--- src/rtl/axis_prj_arbiter_pkg.sv ---
// Shared types for the project stream arbiter.
// State encoding plus the grant index width helper.
package axis_prj_arbiter_pkg;

  typedef enum logic {
    IDLE = 1'b0,
    BUSY = 1'b1
  } arb_state_t;

  function automatic int grant_w(input int n);
    return (n > 1) ? $clog2(n) : 1;
  endfunction

endpackage

--- src/rtl/axis_prj_arbiter_rr_pick.sv ---
// Combinational round-robin picker.
// Scans last+1, last+2, ... (mod pN) and returns the first requester.
module axis_prj_arbiter_rr_pick
  import axis_prj_arbiter_pkg::*;
#(
  parameter int pN = 4,
  parameter int pW = grant_w(pN)
) (
  input  logic [pN-1:0] i_req,
  input  logic [pW-1:0] i_last,
  output logic [pW-1:0] o_grant,
  output logic          o_valid
);

  int          w_idx;
  logic [pW-1:0] w_sel;

  // Walk from farthest to nearest so the nearest hit wins.
  always_comb begin
    o_grant = '0;
    o_valid = 1'b0;
    w_idx   = 0;
    w_sel   = '0;
    for (int k = pN; k >= 1; k--) begin
      w_idx = (int'(i_last) + k) % pN;
      w_sel = pW'(w_idx);
      if (i_req[w_sel]) begin
        o_grant = w_sel;
        o_valid = 1'b1;
      end
    end
  end

endmodule

--- src/rtl/axis_prj_arbiter.sv ---
// Packet-granular round-robin AXI-Stream arbiter.
// One source is locked per packet; a single output register decouples upstream.
module axis_prj_arbiter
  import axis_prj_arbiter_pkg::*;
#(
  parameter int pDATA_WIDTH = 32,
  parameter int pNUM_PRJ    = 4,
  parameter int pID_WIDTH   = 3,
  parameter int pSTRB_WIDTH = 4
) (
  input  logic                             ASCLK,
  input  logic                             ARESET,
  input  logic [pNUM_PRJ-1:0]              prj_en_mask,
  input  logic [pNUM_PRJ-1:0]              sm_tvalid,
  input  logic [pNUM_PRJ*pDATA_WIDTH-1:0]  sm_tdata,
  input  logic [pNUM_PRJ*pSTRB_WIDTH-1:0]  sm_tstrb,
  input  logic [pNUM_PRJ-1:0]              sm_tkeep,
  input  logic [pNUM_PRJ-1:0]              sm_tlast,
  input  logic [pNUM_PRJ*pID_WIDTH-1:0]    sm_tid,
  output logic [pNUM_PRJ-1:0]              sm_tready,
  output logic                             a_sm_tvalid,
  output logic [pDATA_WIDTH-1:0]           a_sm_tdata,
  output logic [pSTRB_WIDTH-1:0]           a_sm_tstrb,
  output logic                             a_sm_tkeep,
  output logic                             a_sm_tlast,
  output logic [pID_WIDTH-1:0]             a_sm_tid,
  input  logic                             a_sm_tready,
  output logic [grant_w(pNUM_PRJ)-1:0]     cur_grant,
  output logic                             arb_busy
);

  localparam int GW = grant_w(pNUM_PRJ);

  arb_state_t              r_state;
  arb_state_t              w_state_nxt;
  logic [GW-1:0]           r_grant;
  logic                    w_grant_ld;

  logic                    r_tvalid;
  logic [pDATA_WIDTH-1:0]  r_tdata;
  logic [pSTRB_WIDTH-1:0]  r_tstrb;
  logic                    r_tkeep;
  logic                    r_tlast;
  logic [pID_WIDTH-1:0]    r_tid;

  logic [pNUM_PRJ-1:0]     w_req;
  logic [GW-1:0]           w_pick;
  logic                    w_pick_vld;
  logic                    w_out_ready;
  logic                    w_accept;
  logic                    w_g_last;

  assign w_req       = sm_tvalid & prj_en_mask;
  assign w_out_ready = !r_tvalid | a_sm_tready;
  assign w_g_last    = sm_tlast[r_grant];
  assign w_accept    = (r_state == BUSY) &
                       sm_tvalid[r_grant] & w_out_ready;

  axis_prj_arbiter_rr_pick #(
    .pN (pNUM_PRJ),
    .pW (GW)
  ) u_pick (
    .i_req   (w_req),
    .i_last  (r_grant),
    .o_grant (w_pick),
    .o_valid (w_pick_vld)
  );

  always_comb begin
    w_state_nxt = r_state;
    w_grant_ld  = 1'b0;
    unique case (r_state)
      IDLE: begin
        if (w_pick_vld) begin
          w_state_nxt = BUSY;
          w_grant_ld  = 1'b1;
        end
      end
      BUSY: begin
        if (w_accept && w_g_last) begin
          w_state_nxt = IDLE;
        end
      end
      default: w_state_nxt = IDLE;
    endcase
  end

  // Only the locked source is ever offered ready.
  always_comb begin
    sm_tready = '0;
    if (r_state == BUSY) begin
      sm_tready[r_grant] = w_out_ready;
    end
  end

  always_ff @(posedge ASCLK or posedge ARESET) begin
    if (ARESET) begin
      r_state  <= IDLE;
      r_grant  <= GW'(pNUM_PRJ - 1);
      r_tvalid <= 1'b0;
      r_tdata  <= '0;
      r_tstrb  <= '0;
      r_tkeep  <= 1'b0;
      r_tlast  <= 1'b0;
      r_tid    <= '0;
    end else begin
      r_state <= w_state_nxt;
      if (w_grant_ld) begin
        r_grant <= w_pick;
      end
      if (w_accept) begin
        r_tvalid <= 1'b1;
        r_tdata  <= sm_tdata[r_grant*pDATA_WIDTH +: pDATA_WIDTH];
        r_tstrb  <= sm_tstrb[r_grant*pSTRB_WIDTH +: pSTRB_WIDTH];
        r_tkeep  <= sm_tkeep[r_grant];
        r_tlast  <= sm_tlast[r_grant];
        r_tid    <= sm_tid[r_grant*pID_WIDTH +: pID_WIDTH];
      end else if (a_sm_tready) begin
        r_tvalid <= 1'b0;
      end
    end
  end

  assign a_sm_tvalid = r_tvalid;
  assign a_sm_tdata  = r_tdata;
  assign a_sm_tstrb  = r_tstrb;
  assign a_sm_tkeep  = r_tkeep;
  assign a_sm_tlast  = r_tlast;
  assign a_sm_tid    = r_tid;
  assign cur_grant   = r_grant;
  assign arb_busy    = (r_state == BUSY);

endmodule

--- config.mk ---
export PLATFORM = sky130hd
export DESIGN_NAME = axis_prj_arbiter
export DESIGN_NICKNAME = d
export VERILOG_FILES = /design/src/rtl/axis_prj_arbiter_pkg.sv /design/src/rtl/axis_prj_arbiter_rr_pick.sv /design/src/rtl/axis_prj_arbiter.sv
export SDC_FILE = /design/constraint.sdc
export NUM_CORES = 1
export LEC_CHECK = 0
export ABC_AREA = 1
export CAP_MARGIN = 15
export CELL_PAD_IN_SITES_DETAIL_PLACEMENT = 1
export CELL_PAD_IN_SITES_GLOBAL_PLACEMENT = 1
export CORE_ASPECT_RATIO = 1.4
export CORE_MARGIN = 10
export CORE_UTILIZATION = 21
export DETAILED_ROUTE_END_ITERATION = 10
export HOLD_SLACK_MARGIN = 0.08
export PLACE_DENSITY = 0.91
export SYNTH_ARGS = -nofsm -noshare
export SYNTH_HDL_FRONTEND = slang
export SYNTH_SLANG_ARGS = --single-unit
export TNS_END_PERCENT = 30
--- constraint.sdc ---
create_clock -name ASCLK -period 1.7 [get_ports ASCLK]
set_input_delay 0.17 -clock ASCLK [delete_from_list [all_inputs] [get_ports ASCLK]]
set_output_delay 0.17 -clock ASCLK [all_outputs]
set_load 0.05 [all_outputs]
* Yosys cells after proc, flatten, opt, wreduce, memory -nomap -nowiden
Index checks and enable logic that the tools add are counted.
Word-level totals: flip-flop bits (word level) 45, word-level logic and storage cells 63, input port bits 175
Cells by class: add/subtract/negate cells 4, mux-type cells 31, shifts and indexed selects 3, bitwise gates (word level) 6, reductions and logical operators 4, magnitude comparators 6, $mul 1
Operator list (number):
- 128-bit by 8-bit indexed part select with 32-bit output | 1
- 1-bit 2-to-1 mux | 17
- 16-bit by 5-bit indexed part select with 4-bit output | 1
- 2-bit by 3-bit < comparator with 1-bit output (second input constant) | 5
- 1-bit binary-select mux with 2-bit select | 7
- 12-bit by 5-bit indexed part select with 3-bit output | 1
- 4-bit AND | 2
- 2-bit 2-to-1 mux | 4
- 2-bit by 1-bit adder with 2-bit output (second input constant) | 2
- 2-bit adder (second input constant) | 2
- 2-bit by 2-bit multiplier with 4-bit output (second input constant) | 1
- 4-bit 2-to-1 mux | 1
- 1-bit AND | 2
- 1-bit demux with 2-bit select | 1
- 2-bit by 1-bit greater-or-equal comparator with 1-bit output (second input constant) | 1
- 1-bit logical AND | 2
- 1-bit case mux with 2 select lines | 1
- 2-bit nonzero test | 1
- 1-bit logical NOT | 1
- 1-bit inverter | 1
- 1-bit OR | 1

* Logic depth before layout (Yosys ltp)
depth after elaboration 9, gate-level depth with buffers 13

* Hierarchy
From an unflattened synthesis, not the netlist that was laid out.
Unflattened totals: cell total of the unflattened synthesis 513, area, all modules 3389.5 um2
By module, submodules not included:
- axis_prj_arbiter | area each 3163.0 um2, cells each 464, times used 1
- axis_prj_arbiter_rr_pick | area each 226.5 um2, cells each 49, times used 1

* Worst setup path before layout
No wires, ideal clock.
kind flip-flop to flip-flop, from register r_grant[0] (netlist: cur_grant[0]), to register r_grant[0] (netlist: cur_grant[0]), buffers on the path 3, arrival 2.038 ns, path slack -0.417 ns, setup time 0.079 ns, stages on the path, launching flop included 12, cells stage by stage dfstp_2 -> buf_6 -> inv_4 -> buf_4 -> buf_4 -> ha_1 -> inv_1 -> nand2_1 -> nand2_1 -> nor2_1 -> o21ai_0 -> nand2_1
Between the ends: word-level cells in the longest chain between the ends 9
Ends and longest elaborated chain:
- from (decl) | line axis_prj_arbiter.sv:36 | logic [GW-1:0] r_grant;
- from (signal assigned) | line axis_prj_arbiter.sv:99 | r_grant <= GW'(pNUM_PRJ - 1);
- from (signal assigned) | line axis_prj_arbiter.sv:109 | r_grant <= w_pick;
- 2-bit by 1-bit adder with 2-bit output | line axis_prj_arbiter_rr_pick.sv:25 | w_idx = (int'(i_last) + k) % pN;
- 1-bit binary-select mux with 2-bit select | line axis_prj_arbiter_rr_pick.sv:27 | if (i_req[w_sel]) begin
- 1-bit 2-to-1 mux (not written as such) | line axis_prj_arbiter_rr_pick.sv:27
- 1-bit 2-to-1 mux (4 in a row) | line axis_prj_arbiter_rr_pick.sv:27
- 1-bit 2-to-1 mux | line axis_prj_arbiter.sv:74 | if (w_pick_vld) begin
- 1-bit 2-to-1 mux | line axis_prj_arbiter.sv:72 | unique case (r_state)
Parallel ways exist; a longest one is shown, timed or not. The select of a mux whose other input is x is not followed. A chain may end at the register's enable or synchronous reset.

* Worst setup path after layout
from register r_grant[0] (netlist: cur_grant[0]), to register r_tdata[13] (netlist: a_sm_tdata[13])
Between the ends: word-level cells in the longest chain between the ends 4
Ends and longest elaborated chain:
- parallel branches: the longest is 4 deep, another holds 128-bit by 8-bit indexed part select with 32-bit output
- to (signal assigned) | line axis_prj_arbiter.sv:113 | r_tdata <= sm_tdata[r_grant*pDATA_WIDTH +: pDATA_WIDTH];
- to (decl) | line axis_prj_arbiter.sv:40 | logic [pDATA_WIDTH-1:0] r_tdata;
Parallel ways; which one is timed is not known. The select of a mux whose other input is x is not followed.

==> results.md <==
* Status: finished, violations left
* Failing checks: setup timing
* GP Congestion at 0.7909
* PortBufs at 223
* Warnings from Yosys at 0
* Row Count at 53
* DR DRC count at 0
* Chip height at 166.4 um
* Post-Synth Simple-Gate Area at 32.78%
* Total core area at 15050 um2
* Clock Pin Slew Worst Setup and Hold Paths at 0.06 ns
* Insertion delay to the later sink of the worst-skew pair at 0.29 ns
* Initial Utilization at 21.35%
* Register-to-register setup slack at -0.06 ns
* CTS Sinks at 45
* Antenna-violating nets left at 0
* Pre-Repair DR Iteration Count at 4
* Seq/Total Area, Yosys at 35.11%
* First-pass GRT wire length at 26810 um
* Root Buffer: clkbuf_16
* Startpoint types: flip-flop
* H-tree Lvls at 2
* Fmax at 566.6 MHz
* CTS tree: built
* Vias in the first global route at 4817
* Largest family of logic cells by synthesized area: simple AND/OR/NAND/NOR gates
* Syn avg cell area at 6.560 um2
* Compound-Gate Fraction of Synth Area at 21.88%
* CP max FO at 12
* Iter 0 DRT Violations at 158
* WP data required at 1.88 ns
* GRT overflow at 0
* Die width at 124.6 um
* Worst-Margin Slew at 0.5131 ns
* Hold slack at 0.2531 ns
* Leakage at 2.818 nW
* R2R cell count at 9
* Pwr Density at 1852 nW/um2
* DR vias at 4379
* Maxcap violations at 0
* Period utilisation layout at 103.8%
* Worst path slowest cell: dfstp_4
* Initial antenna violation count at 1
* Post-Layout Cell Count at 911
* Max VDD drop at 820.0 uV
* Distinct cell type count after synthesis at 18
* Adder-cell share of the synthesized area at 1.557%
* Routed WL at 18020 um
* Maximum number of pins on one net before global-route repair at 57
* Critical Path Sink Type: flip-flop
* Max stage delay on crit path at 0.68 ns
* Layout cells sized above 1 at 20.33%
* Synth Instances at 490
* Gr usage total at 15.89%
* Crit-path cells: buf_6, nand2_2, nand3_2, nand2_2, a21oi_4, nand2_4, buf_12, nand2_2, nand2_2
* Synth Cell Area at 3214 um2
* Final slew viol count at 0
* Max-slew headroom at 65.69%
* Yosys reg bits at 45
* Crit-path most repeated cell: nand2_2
* PnR worst setup slack at -0.06480 ns
* Total CTS buffers at 5
* Hold/Removal Path Class: primary input to async pin
* Routed len/inst at 19.78 um
* Final Hold Viols at 0
* Final nets at 897
* Placed cell count at 888
* Reg2Reg Capture Point: a_sm_tdata[13]
* Setup Skew at 0.005994 ns
* Arr. time, crit path at 1.94 ns
* Die ar. at 20720 um2
* Mux cell area share after synthesis at 0%
* Vias per std cell at 4.807
* Setup violators final at 45
* Layout Utilization at 42.36%
* Final Critical Period at 1.765 ns
* I/O pins at 224
* Pre-CTS WS at -0.08115 ns
* Synthesized Nets at 669
* Fillers at 1843
* XOR/XNOR share of the synthesized area at 0%
* RSZ-0062 raised after global routing: yes
* Post-detail-place hpwl at 13090 um
* Worst R2R Start: cur_grant[0]
* WS Path Type: flip-flop to flip-flop
* Setup TNS at -2.159 ns
* Layout overhead on the synthesized area at 98.37%
* Bufs on Longest Clock Path at 2
[synth_stat cells, drive strengths merged]
cell type  count  share of area [%]
nand2        115                 14
nor2          90                 11
o21ai         84                 13
nand3         54                8.4
dfrtp         43                 33
o22ai         41                8.0
buf           20                4.7
clkbuf        20                2.3
inv           13                1.6
ha             4                1.6
a21oi          3               0.82
dfstp          2                1.6
and2           1               0.19
[placed cells by master (no fill, tap or decap), drive strengths merged]
cell type / n
buf: 75
dfrtp: 43
clkdlybuf4s50: 181
ha: 4
o21ai: 84
inv: 13
diode: 1
bufbuf: 1
a21oi: 3
clkbuf: 9
nand3: 54
clkinv: 1
bufinv: 1
o22ai: 41
nor2: 90
dfstp: 2
nand2: 115
and2: 1
[cells by family after synthesis]
kind of cell | count (synthesis)
AND/OR/NAND/NOR | 260
AO/OA/AOI/OAI | 128
adder cells (fa/ha/maj) | 4
flip-flops | 45
buffers and inverters | 53
[timing repair]
action                                  CTS  global route
setup buffers                            10             0
gates cloned                              2             4
pin swaps                                 3            16
hold buffers                              0             0
endpoints found under the setup margin   31            50
gates resized for setup                  27            47
[power by group]
part | internal (W) | switching (W) | total (W)
Combinational | 0.00334 | 0.00536 | 0.00870
Sequential | 0.00163 | 0.000368 | 0.00200
Clock | 0.000684 | 0.000427 | 0.00111
[how the worst max path moves through the flow]
| stage | start | endpoint | slack [ns] | cells after the start |
|---|---|---|---|---|
| finish | cur_grant[0] | a_sm_tdata[13] | -0.06 | 9 |
| detailed placement | cur_grant[0] | a_sm_tstrb[1] | -0.08 | 7 |
| CTS | cur_grant[0] | cur_grant[0] | -0.04 | 11 |
| global route | cur_grant[0] | a_sm_tid[2] | -0.15 | 9 |
| floorplan | cur_grant[0] | cur_grant[0] | -0.23 | 13 |
| global placement | cur_grant[0] | a_sm_tdata[1] | 0.007 | 7 |
[state kept, by name, indices dropped and copies added, names as in the netlist]
signal / count
a_sm_tdata: 32
a_sm_tid: 3
a_sm_tkeep: 1
a_sm_tlast: 1
a_sm_tstrb: 4
a_sm_tvalid: 1
arb_busy: 1
cur_grant: 2
[worst max-delay path: cells and delay by family (launching register included)]
family / cells / cell delay, ns
AOI/OAI and AO/OA: 1 / 0.19
buffers and inverters: 2 / 0.32
DFF: 1 / 0.68
and+or+nand+nor: 6 / 0.45
[layout make-up]
| type | count | area [um2] | area share [%] |
|---|---|---|---|
| Timing Repair Buffer | 261 | 2759 | 43.27 |
| Multi-Input combinational cell | 392 | 2023 | 31.73 |
| Sequential cell | 45 | 1132 | 17.76 |
| Tap cell | 192 | 240.2 | 3.768 |
| Clock buffer | 5 | 125.1 | 1.962 |
| Inverter | 13 | 58.81 | 0.9223 |
| Clock inverter | 2 | 35.03 | 0.5495 |
| Antenna cell | 1 | 2.502 | 0.03925 |
[layer usage]
metal | wire length, um | global-route usage [%]
met4 | 489 | 5.180
met1 | 7037 | 16.62
met3 | 920 | 4.152
met2 | 9569 | 29.78
met5 | 0 | 0
[through the flow]
| stage | cell area [um2] | power [W] |
|---|---|---|
| 2_1_floorplan | 3259 | 0.006857 |
| 3_3_place_gp | 5714 | 0.009391 |
| 3_5_place_dp | 5714 | 0.009581 |
| 4_1_cts | 6100 | 0.01127 |
| 5_1_grt | 6376 | 0.01268 |
| 6_report | 6376 | 0.01181 |
Power figures use the tool's default switching activity.
